## src/rtl/fetch_ctrl.sv

```systemverilog
// ---------------------------------------------------------------------------
// fetch_ctrl
//   Instruction-fetch controller for the code ROM. Holds the PC, issues one
//   word read per cycle to a ROM with a 1-cycle registered read, buffers the
//   returned words in a 2-entry in-order FIFO and presents {inst, pc, fault}
//   to decode with a valid/ready handshake. Redirects flush everything in
//   flight and restart fetch. A misaligned or out-of-range PC produces a
//   single fault entry and parks the controller in HALT until a redirect.
//
// Ports
//   clk            in   clock, rising edge
//   rst            in   asynchronous active-high reset
//   rom_addr_o     out  byte address to the ROM (current PC)
//   rom_data_i     in   ROM read data, valid one cycle after the address
//   redirect_i     in   flush and restart fetch at redirect_pc_i
//   redirect_pc_i  in   new PC for a redirect
//   inst_valid_o   out  FIFO head valid
//   inst_ready_i   in   decode accepts the head entry
//   inst_o         out  head instruction word (0 for a fault entry)
//   inst_pc_o      out  head PC
//   inst_fault_o   out  head entry is a fetch fault
//   halted_o       out  controller is in HALT
//
// State   | meaning
// --------+---------------------------------------------------------------
// RUN     | fetching sequentially from pc_q whenever the FIFO has room
// HALT    | fault entry queued; no fetches until redirect_i
// ---------------------------------------------------------------------------
module fetch_ctrl #(
  parameter int                     ADDR_WIDTH = 64,
  parameter int                     DATA_WIDTH = 32,
  parameter int                     ROM_SIZE   = 12,
  parameter logic [ADDR_WIDTH-1:0]  RESET_PC   = '0
) (
  input  logic                  clk,
  input  logic                  rst,
  output logic [ADDR_WIDTH-1:0] rom_addr_o,
  input  logic [DATA_WIDTH-1:0] rom_data_i,
  input  logic                  redirect_i,
  input  logic [ADDR_WIDTH-1:0] redirect_pc_i,
  output logic                  inst_valid_o,
  input  logic                  inst_ready_i,
  output logic [DATA_WIDTH-1:0] inst_o,
  output logic [ADDR_WIDTH-1:0] inst_pc_o,
  output logic                  inst_fault_o,
  output logic                  halted_o
);

  // First byte address past the end of the ROM.
  localparam logic [ADDR_WIDTH-1:0] ROM_BYTES = ADDR_WIDTH'(1) << (ROM_SIZE + 2);

  typedef enum logic {RUN, HALT} state_t;

  typedef struct packed {
    logic [DATA_WIDTH-1:0] inst;
    logic [ADDR_WIDTH-1:0] pc;
    logic                  fault;
  } entry_t;

  state_t                state_q;
  logic [ADDR_WIDTH-1:0] pc_q;
  logic [ADDR_WIDTH-1:0] inflight_pc_q;
  logic                  inflight_q;
  logic                  valid_q;
  logic                  halted_q;

  // slot_q[0] is the head. Slots at or beyond count_q are kept at zero so the
  // head fields read as zero whenever the FIFO is empty.
  entry_t                slot_q [2];
  logic [1:0]            count_q;
  entry_t                slot_d [2];
  logic [1:0]            count_d;

  logic                  pop;
  logic [2:0]            occupancy;
  logic                  space;
  logic                  pc_legal;
  logic                  issue;
  logic                  fault_push;
  logic                  resp_push;

  assign rom_addr_o   = pc_q;
  assign inst_valid_o = valid_q;
  assign inst_o       = slot_q[0].inst;
  assign inst_pc_o    = slot_q[0].pc;
  assign inst_fault_o = slot_q[0].fault;
  assign halted_o     = halted_q;

  assign pop        = valid_q & inst_ready_i;
  // Outstanding ROM reads count against capacity, so count_q + inflight_q
  // never exceeds 2 and the FIFO cannot overflow.
  assign occupancy  = {1'b0, count_q} + {2'b00, inflight_q};
  assign space      = (occupancy < 3'd2) | pop;
  assign pc_legal   = (pc_q[1:0] == 2'b00) && (pc_q < ROM_BYTES);
  assign issue      = (state_q == RUN) & space & pc_legal & ~redirect_i;
  assign fault_push = (state_q == RUN) & space & ~pc_legal & ~redirect_i;
  assign resp_push  = inflight_q & ~redirect_i;

  // Next FIFO contents. A response and a fault can land in the same cycle
  // (last legal word returning while the PC has just stepped past the end);
  // the response is older, so it is written first.
  always_comb begin
    slot_d  = slot_q;
    count_d = count_q;
    if (pop) begin
      slot_d[0] = slot_q[1];
      slot_d[1] = '0;
      count_d   = count_q - 2'd1;
    end
    if (resp_push) begin
      slot_d[count_d[0]] = '{inst: rom_data_i, pc: inflight_pc_q, fault: 1'b0};
      count_d            = count_d + 2'd1;
    end
    if (fault_push) begin
      slot_d[count_d[0]] = '{inst: '0, pc: pc_q, fault: 1'b1};
      count_d            = count_d + 2'd1;
    end
  end

  always_ff @(posedge clk or posedge rst) begin
    if (rst) begin
      state_q       <= RUN;
      pc_q          <= RESET_PC;
      inflight_pc_q <= '0;
      inflight_q    <= 1'b0;
      valid_q       <= 1'b0;
      halted_q      <= 1'b0;
      slot_q        <= '{default: '0};
      count_q       <= 2'd0;
    end else if (redirect_i) begin
      // The ROM response for any outstanding read is dropped next cycle
      // because inflight_q is cleared here.
      state_q       <= RUN;
      pc_q          <= redirect_pc_i;
      inflight_q    <= 1'b0;
      valid_q       <= 1'b0;
      halted_q      <= 1'b0;
      slot_q        <= '{default: '0};
      count_q       <= 2'd0;
    end else begin
      slot_q     <= slot_d;
      count_q    <= count_d;
      valid_q    <= (count_d != 2'd0);
      inflight_q <= issue;
      if (issue) begin
        inflight_pc_q <= pc_q;
        pc_q          <= pc_q + ADDR_WIDTH'(4);
      end
      if (fault_push) begin
        state_q  <= HALT;
        halted_q <= 1'b1;
      end
    end
  end

endmodule

```

## config.mk

```make
export PLATFORM = sky130hd
export DESIGN_NAME = fetch_ctrl
export DESIGN_NICKNAME = d
export VERILOG_FILES = /design/src/rtl/fetch_ctrl.sv
export SDC_FILE = /design/constraint.sdc
export NUM_CORES = 1
export LEC_CHECK = 0
export CORE_MARGIN = 2
export CORE_UTILIZATION = 55
export DETAILED_ROUTE_END_ITERATION = 12
export GPL_TIMING_DRIVEN = 0
export PLACE_DENSITY = 0.87
export SLEW_MARGIN = 20
export SYNTH_ARGS = -nofsm -noshare
export SYNTH_HDL_FRONTEND = slang
export SYNTH_SLANG_ARGS = --single-unit
export TNS_END_PERCENT = 100
```

## constraint.sdc

```tcl
create_clock -name clk -period 17.3 [get_ports clk]
set_clock_uncertainty 0.05 [all_clocks]
set_input_delay 1.73 -clock clk [delete_from_list [all_inputs] [get_ports clk]]
set_output_delay 1.73 -clock clk [all_outputs]
set_load 0.02 [all_outputs]
```

---- After elaboration in Yosys (flattened, before gate mapping) ----
Cells that the tools add are included.
storage, ports and cells
  word-level logic and storage cells ...... 64
  input bits .............................. 100
  flip-flop bits (word level) ............. 327
cells by class
  bitwise logic cells ..................... 13
  reductions and logical operators ........ 8
  multiplexer cells ....................... 20
  order comparisons ....................... 6
  add/sub/neg operators ................... 5
operator list
  kind                                                          number
  2-to-1 mux 194 bit                                            4
  bitwise mux 194 bit                                           2
  demux 97 bit (select 1 bit)                                   2
  2-to-1 mux 97 bit                                             2
  2-to-1 mux 64 bit                                             2
  adder 64 x 3 -> 64 bit, second input constant                 1
  less-than comparator 64 x 15 -> 1 bit, second input constant  1
  2-to-1 mux 2 bit                                              4
  AND 1 bit                                                     7
  nonzero test 2 bit                                            3
  adder 2 x 1 -> 2 bit, second input constant                   2
  greater-or-equal comparator 2 bit, second input constant      2
  less-than comparator 2 x 1 -> 1 bit, second input constant    2
  2-to-1 mux 1 bit                                              4
  inverter 1 -> 2 bit                                           2
  adder 2 x 1 -> 3 bit                                          1
  logical AND 1 bit                                             3
  less-than comparator 3 x 2 -> 1 bit, second input constant    1
  inverter 1 bit                                                3
  logical NOT 2 bit                                             1
  AND reduction 2 bit                                           1
  subtractor 2 x 1 -> 2 bit, second input constant              1
  bitwise OR 1 bit                                              1

---- Longest topological paths before layout ----
  depth in word-level cells ............... 12
  mapped depth ............................ 9
  mapped depth without buffers ............ 5

---- Least setup slack after synthesis ----
Ideal clock, no wire load.
  path type ............................... input port to flip-flop
  start ................................... input redirect_i
  end ..................................... register slot_q[5] in the netlist's numbering
  required time ........................... 17.114 ns
  buffers on the path ..................... 3
  data arrival time ....................... 3.334 ns
  stages .................................. 8
  slack ................................... 13.780 ns
  cells stage by stage .................... clkbuf_1 > nor2b_1 > o21a_1 > or2_0 > clkbuf_1 > nor3_2 > clkbuf_1 > o31ai_1
on the way
  cells in the longest elaborated chain, start to end .. 11
  elaborated cells on any way between the ends .. 14
  classes of those cells .................. order compare (2); mux (7); bitwise (4); reduce/logical (1)
RTL lines
  element                                                                                                                line  RTL
  start, declared                                                                                                        39    input logic redirect_i,
  inverter 1 bit (no line)                                                                                               n/a
  AND 1 bit                                                                                                              97    assign resp_push = inflight_q & ~redirect_i;
  2-to-1 mux 2 bit                                                                                                       110   if (resp_push) begin
  inverter 1 -> 2 bit (not written as such)                                                                              115   slot_d[count_d[0]] = '{inst: '0, pc: pc_q, fault: 1'b1};
  greater-or-equal comparator 2 bit (not written as such) / less-than comparator 2 x 1 -> 1 bit (equally long branches)  115
  logical AND 1 bit (not written as such)                                                                                115
  2-to-1 mux 97 bit (not written as such)                                                                                115
  demux 97 bit (select 1 bit)                                                                                            115
  bitwise mux 194 bit                                                                                                    115
  2-to-1 mux 194 bit                                                                                                     114   if (fault_push) begin
  2-to-1 mux 194 bit *                                                                                                   130   end else if (redirect_i) begin
  end signal, assigned                                                                                                   141   slot_q <= slot_d;
  end, declared                                                                                                          69    entry_t slot_q [2];
Every way passes the cells marked *; elsewhere a longest branch is shown, timed or not.
A chain may end at the register's enable or synchronous reset.

---- Worst setup path in the final report ----
  start ................................... input inst_ready_i
  end ..................................... register slot_q (netlist bit inst_o[4])
on the way
  cells in the longest elaborated chain, start to end .. 12
  elaborated cells on any way between the ends .. 26
  classes of those cells .................. add/sub (1); order compare (4); mux (12); bitwise (7); reduce/logical (2)
RTL lines
  element                                                                                        line      RTL
  start, declared                                                                                42        input logic inst_ready_i,
  AND 1 bit *                                                                                    89        assign pop = valid_q & inst_ready_i;
  2-to-1 mux 2 bit                                                                               105       if (pop) begin
  adder 2 x 1 -> 2 bit / inverter 1 -> 2 bit (equally long branches)                             112, 111
  2-to-1 mux 2 bit, or another cell as far along                                                 110
  inverter 1 -> 2 bit (not written as such) / logical AND 1 bit (equally long branches)          115, 111
  greater-or-equal comparator 2 bit (not written as such), or another cell as far along          115
  logical AND 1 bit (not written as such) / demux 97 bit (select 1 bit) (equally long branches)  115, 111
  2-to-1 mux 97 bit (not written as such) / bitwise mux 194 bit (equally long branches)          115, 111
  demux 97 bit (select 1 bit) / 2-to-1 mux 194 bit (equally long branches)                       115, 110
  bitwise mux 194 bit                                                                            115
  2-to-1 mux 194 bit *                                                                           114
  2-to-1 mux 194 bit *                                                                           130
Marks and branches as above.

==> results.md <==
- The flow ran to the end, and the final reports show no timing, DRC or antenna violations.
- Setup repair after global routing left no endpoint under its margin.
- The weighted congestion reported at the end of routability-driven placement is 0.902.
- The number of inserted filler cells in the final layout is ~2100.
- Synthesis produced a netlist with a net count of 1671.
- The portion of the post-synthesis area used by sequential elements is approximately half.
- After synthesis, the cell types taking the most area are dfrtp_1 50%, mux2_2 6.4%, o41ai_2 6.3%.
- The switching share of power is 34.5%.
- The full die area is around 31000 um^2.
- The worst path meets setup with 12.67 ns of slack.
- The critical path endpoint category is a register.
- The worst-path maximum fanout is 10.
- The detailed-route wire length is 50.5 mm.
- In the routed layout, each cell is associated on average with a via count of ~6.3.
- The multi-input combinational cells in the finished layout cover a total of 6990 um^2.
- The number of H-tree levels is 2.
- The number of ports placed on the die boundary is roughly 260.
- The arrival time of data at the critical path endpoint is a little under 5 ns.
- The post-CTS setup buffer count is 0.
- The final antenna-violating net count is 0.
- For this run, asynchronously set or reset flops after synthesis account for 100%.
- For this configuration, the core starts out at a cell density of 55.8%.
- The pin count of the biggest net entering global routing is 95.
- The number of cells on the worst reg-to-reg path is 8.
- The first TritonRoute pass finished after 9 iterations.
- The power density over the cells is 126 nW/um^2.
- The kind of critical path is in -> reg.
- The worst pin sits at a relative slew slack of 34.0%.
- The final design utilization is 70.8%.
- The quantity of gates resized following cts is 0.
- Measured along the x axis, the die boundary spans 177 um.
- The power share of the combinational group is between 30% and 40%.
- The path class of the tightest hold or removal check is reg -> reg.
- The final hold violation count is 0.
- The post-synthesis cell count is 1570.
- The initial antenna violation count was 1.
- In the routed design, unresolved DRC markers number 0.
- The tree is rooted in a clkbuf_16.
- The sequential share of power is between 30% and 40%.
- The worst register-to-register path has a setup slack of 13.84 ns.
- The analysis attributes to net switching a power of 912 uW.
- For this run, the number of Yosys warnings is 0.
- The number of flops mapped to enable cells by yosys is 0.
- The leading cell type by number of instances after synthesis is dfrtp_1.
- The HPWL after detailed placement is 34.0 mm.
- The distinct cell type count of the synthesized netlist is 49.
- The total count of max-transition violations in the final report is 0.
- The number of buffers created by CTS is 35.
- Hold repair after CTS inserted 0 buffers.
- The internal power summed over all cells is 1730 uW.
- The synthesized design devotes to its leading area cell type 49.6% of total area.
- The endpoint of the worst-slack reg-to-reg timing path is inst_o[4].
- The wire length of the first global-routing pass is approximately 80 mm.
- The fraction of the cycle the final worst path needs is 26.8%.
- The fraction of layout instances using a drive strength above 1 is 17.5%.
- The overall global routing resource usage is 32.3%.
- For the final routed database, the setup TNS stands at 0 ns.
- The reg-to-reg startpoint is count_q[1].
- The total overflow left after global routing is 0.
- For this design the static power due to leakage is 0.00908 uW.
- In this run the cell area of the synthesized design comes to between 15000 and 20000 um^2.
- The via count of the first global-routing pass is about 15000.
- TritonCTS built the clock tree.
- In this run, the clock network consumes 30.1% of the power.
- The hold-critical path endpoint is inflight_pc_q[27].
- The hold path startpoint is inflight_pc_q[27].
- The clock passes through at most 3 buffers.
- Buffers placed on the I/O ports in this run total 261.
- The worst path required time is about 18 ns.
- After synthesis, the most frequently instantiated cells are 327 x dfrtp_1, 167 x nand3_1, 140 x clkbuf_1.
- The vertical die dimension is ~180 um.
- Dividing the detail-routed wire length by the instance count gives roughly 22 um.
- At the pin with the least slew margin, the transition time is just under 1 ns.
- The sequential cells in the finished layout cover a total of approximately 8200 um^2.
- Synthesis inferred 327 register bits.
- For this block, the via count after detailed routing is 14414.
- The first routing iteration left 1694 violations.
- Across the VDD grid, the largest voltage drop is 0.0784 mV.
- At the placement stage, the worst setup path has a slack of approximately 12 ns.
- Across the run, the number of max-cap violations was 0.
- In this run the core area contains 63 standard-cell rows.
- The total setup violations reported at the end of the flow is 0.
- The most frequently used flop master after synthesis is dfrtp_1.
- For this run, the top clock speed supported by timing is approximately 220 MHz.
- Clock-pin slew was measured on the worst setup and hold paths at 0.06 ns.
- The final period demand of the worst path is 4.63 ns.
- The average instance in the mapped netlist occupies between 10 and 15 um^2.
- Along the worst hold path, the cell count comes to 1.
- The worst setup path is launched from a primary input.
- The largest total area in the synthesized netlist belongs to dfrtp_1.
- The clock sink count is 327.
- From synthesis to final layout, the design area changed by 26.7%.
- The worst-skew pair later-pin latency is 0.51 ns.
- The area inside the core boundary is approximately 30000 um^2.
- The final net count is 1972.
sequential cells by signal (all words and copies together), names as in the netlist:
register and cells:
inflight_q 1, halted_o 1, count_q 2, rom_addr_o 64, inst_fault_o 1, inst_o 32, slot_q 97, inflight_pc_q 64
inst_valid_o 1, inst_pc_o 64
per-layer routing:
| metal | GRT usage [%] | wire [um] | vias up |
|---|---|---|---|
| li1 | - | - | 6245 |
| met1 | 42.1 | 19400 | 7140 |
| met2 | 52.1 | 24000 | 861 |
| met3 | 7.20 | 5080 | 168 |
| met4 | 13.8 | 2060 | 0 |
| met5 | 0 | 0 | - |
power by group through the flow:
stage          registers [uW]  logic [uW]  clock network (uW)
2_1_floorplan             954         546                   0
3_3_place_gp              962         849                   0
3_5_place_dp              963         872                   0
4_1_cts                   952         881                 799
5_1_grt                   966         943                 832
6_report                  957         890                 797
worst max path at each step:
stage / from / endpoint / slack [ns] / cells past startpoint
final: inst_ready_i / inst_o[4] / 12.67 / 8
after global routing: inst_ready_i / inst_o[17] / 12.67 / 8
after CTS: inst_ready_i / inst_o[17] / 12.91 / 8
after detailed placement: inst_ready_i / inst_o[30] / 12.48 / 8
after global placement: rst / inst_pc_o[30] / 2.77 / 2
after floorplan: rst / count_q[0] / 6.47 / 1
cells in the final DEF, fill, tap and decap left out, types with 64 or more instances in the layout:
| master | Yosys | final |
|---|---|---|
| dfrtp_1 | 327 | 327 |
| nor2_1 | 82 | 82 |
| clkbuf_1 | 140 | 146 |
| and2_1 | 120 | 120 |
| clkdlybuf4s50_1 | 0 | 261 |
| o41ai_2 | 64 | 64 |
| o31ai_1 | 69 | 69 |
| a22oi_1 | 65 | 65 |
| a211oi_1 | 67 | 67 |
| mux2_2 | 94 | 94 |
| nand3_1 | 167 | 167 |
| a21oi_1 | 68 | 68 |
| nand2_1 | 79 | 79 |
| buf_4 | 96 | 96 |
stage by stage:
stage | hold WS (ns) | power (uW) | std cells | instance area [um^2]
6_report | 0.471 | 2640 | 2286 | 20900
5_1_grt | 0.487 | 2740 | 2286 | 20900
4_1_cts | 0.467 | 2630 | 2285 | 20900
3_5_place_dp | 0.451 | 1830 | 2224 | 19700
3_3_place_gp | 0.448 | 1810 | 2221 | 19600
2_1_floorplan | 0.427 | 1500 | 1570 | 16500
final cells by class:
class	instances	area share, %
clock buffer	52	5.13
clock inverter	9	0.694
multi-input combinational	990	33.4
inverter	5	0.126
tap	390	2.33
sequential	327	39.1
timing repair buffer	264	12.9
antenna	1	0.0120
buffer	248	6.26
logic make-up (layout without fill, tap and decap cells):
| group | Yosys count | in the layout | synth area share, % |
|---|---|---|---|
| fa+ha+maj | 1 | 1 | 0.0758 |
| simple gates | 526 | 526 | 16.7 |
| flops | 327 | 327 | 49.6 |
| other cells | 0 | 1 | 0 |
| compound gates | 365 | 365 | 19.0 |
| buf+inv | 253 | 578 | 8.04 |
| mux | 96 | 96 | 6.53 |
| xor+xnor | 2 | 2 | 0.106 |
worst max-delay path, cell delays in order:
cell	delay, ns
clkdlybuf4s50_1	0.55
nand2_1	0.17
a21oi_1	0.49
o41ai_4	0.32
nor3_2	0.69
buf_2	0.43
clkbuf_1	0.46
a21oi_1	0.09
Note: power is estimated with default switching activity, not from simulation.
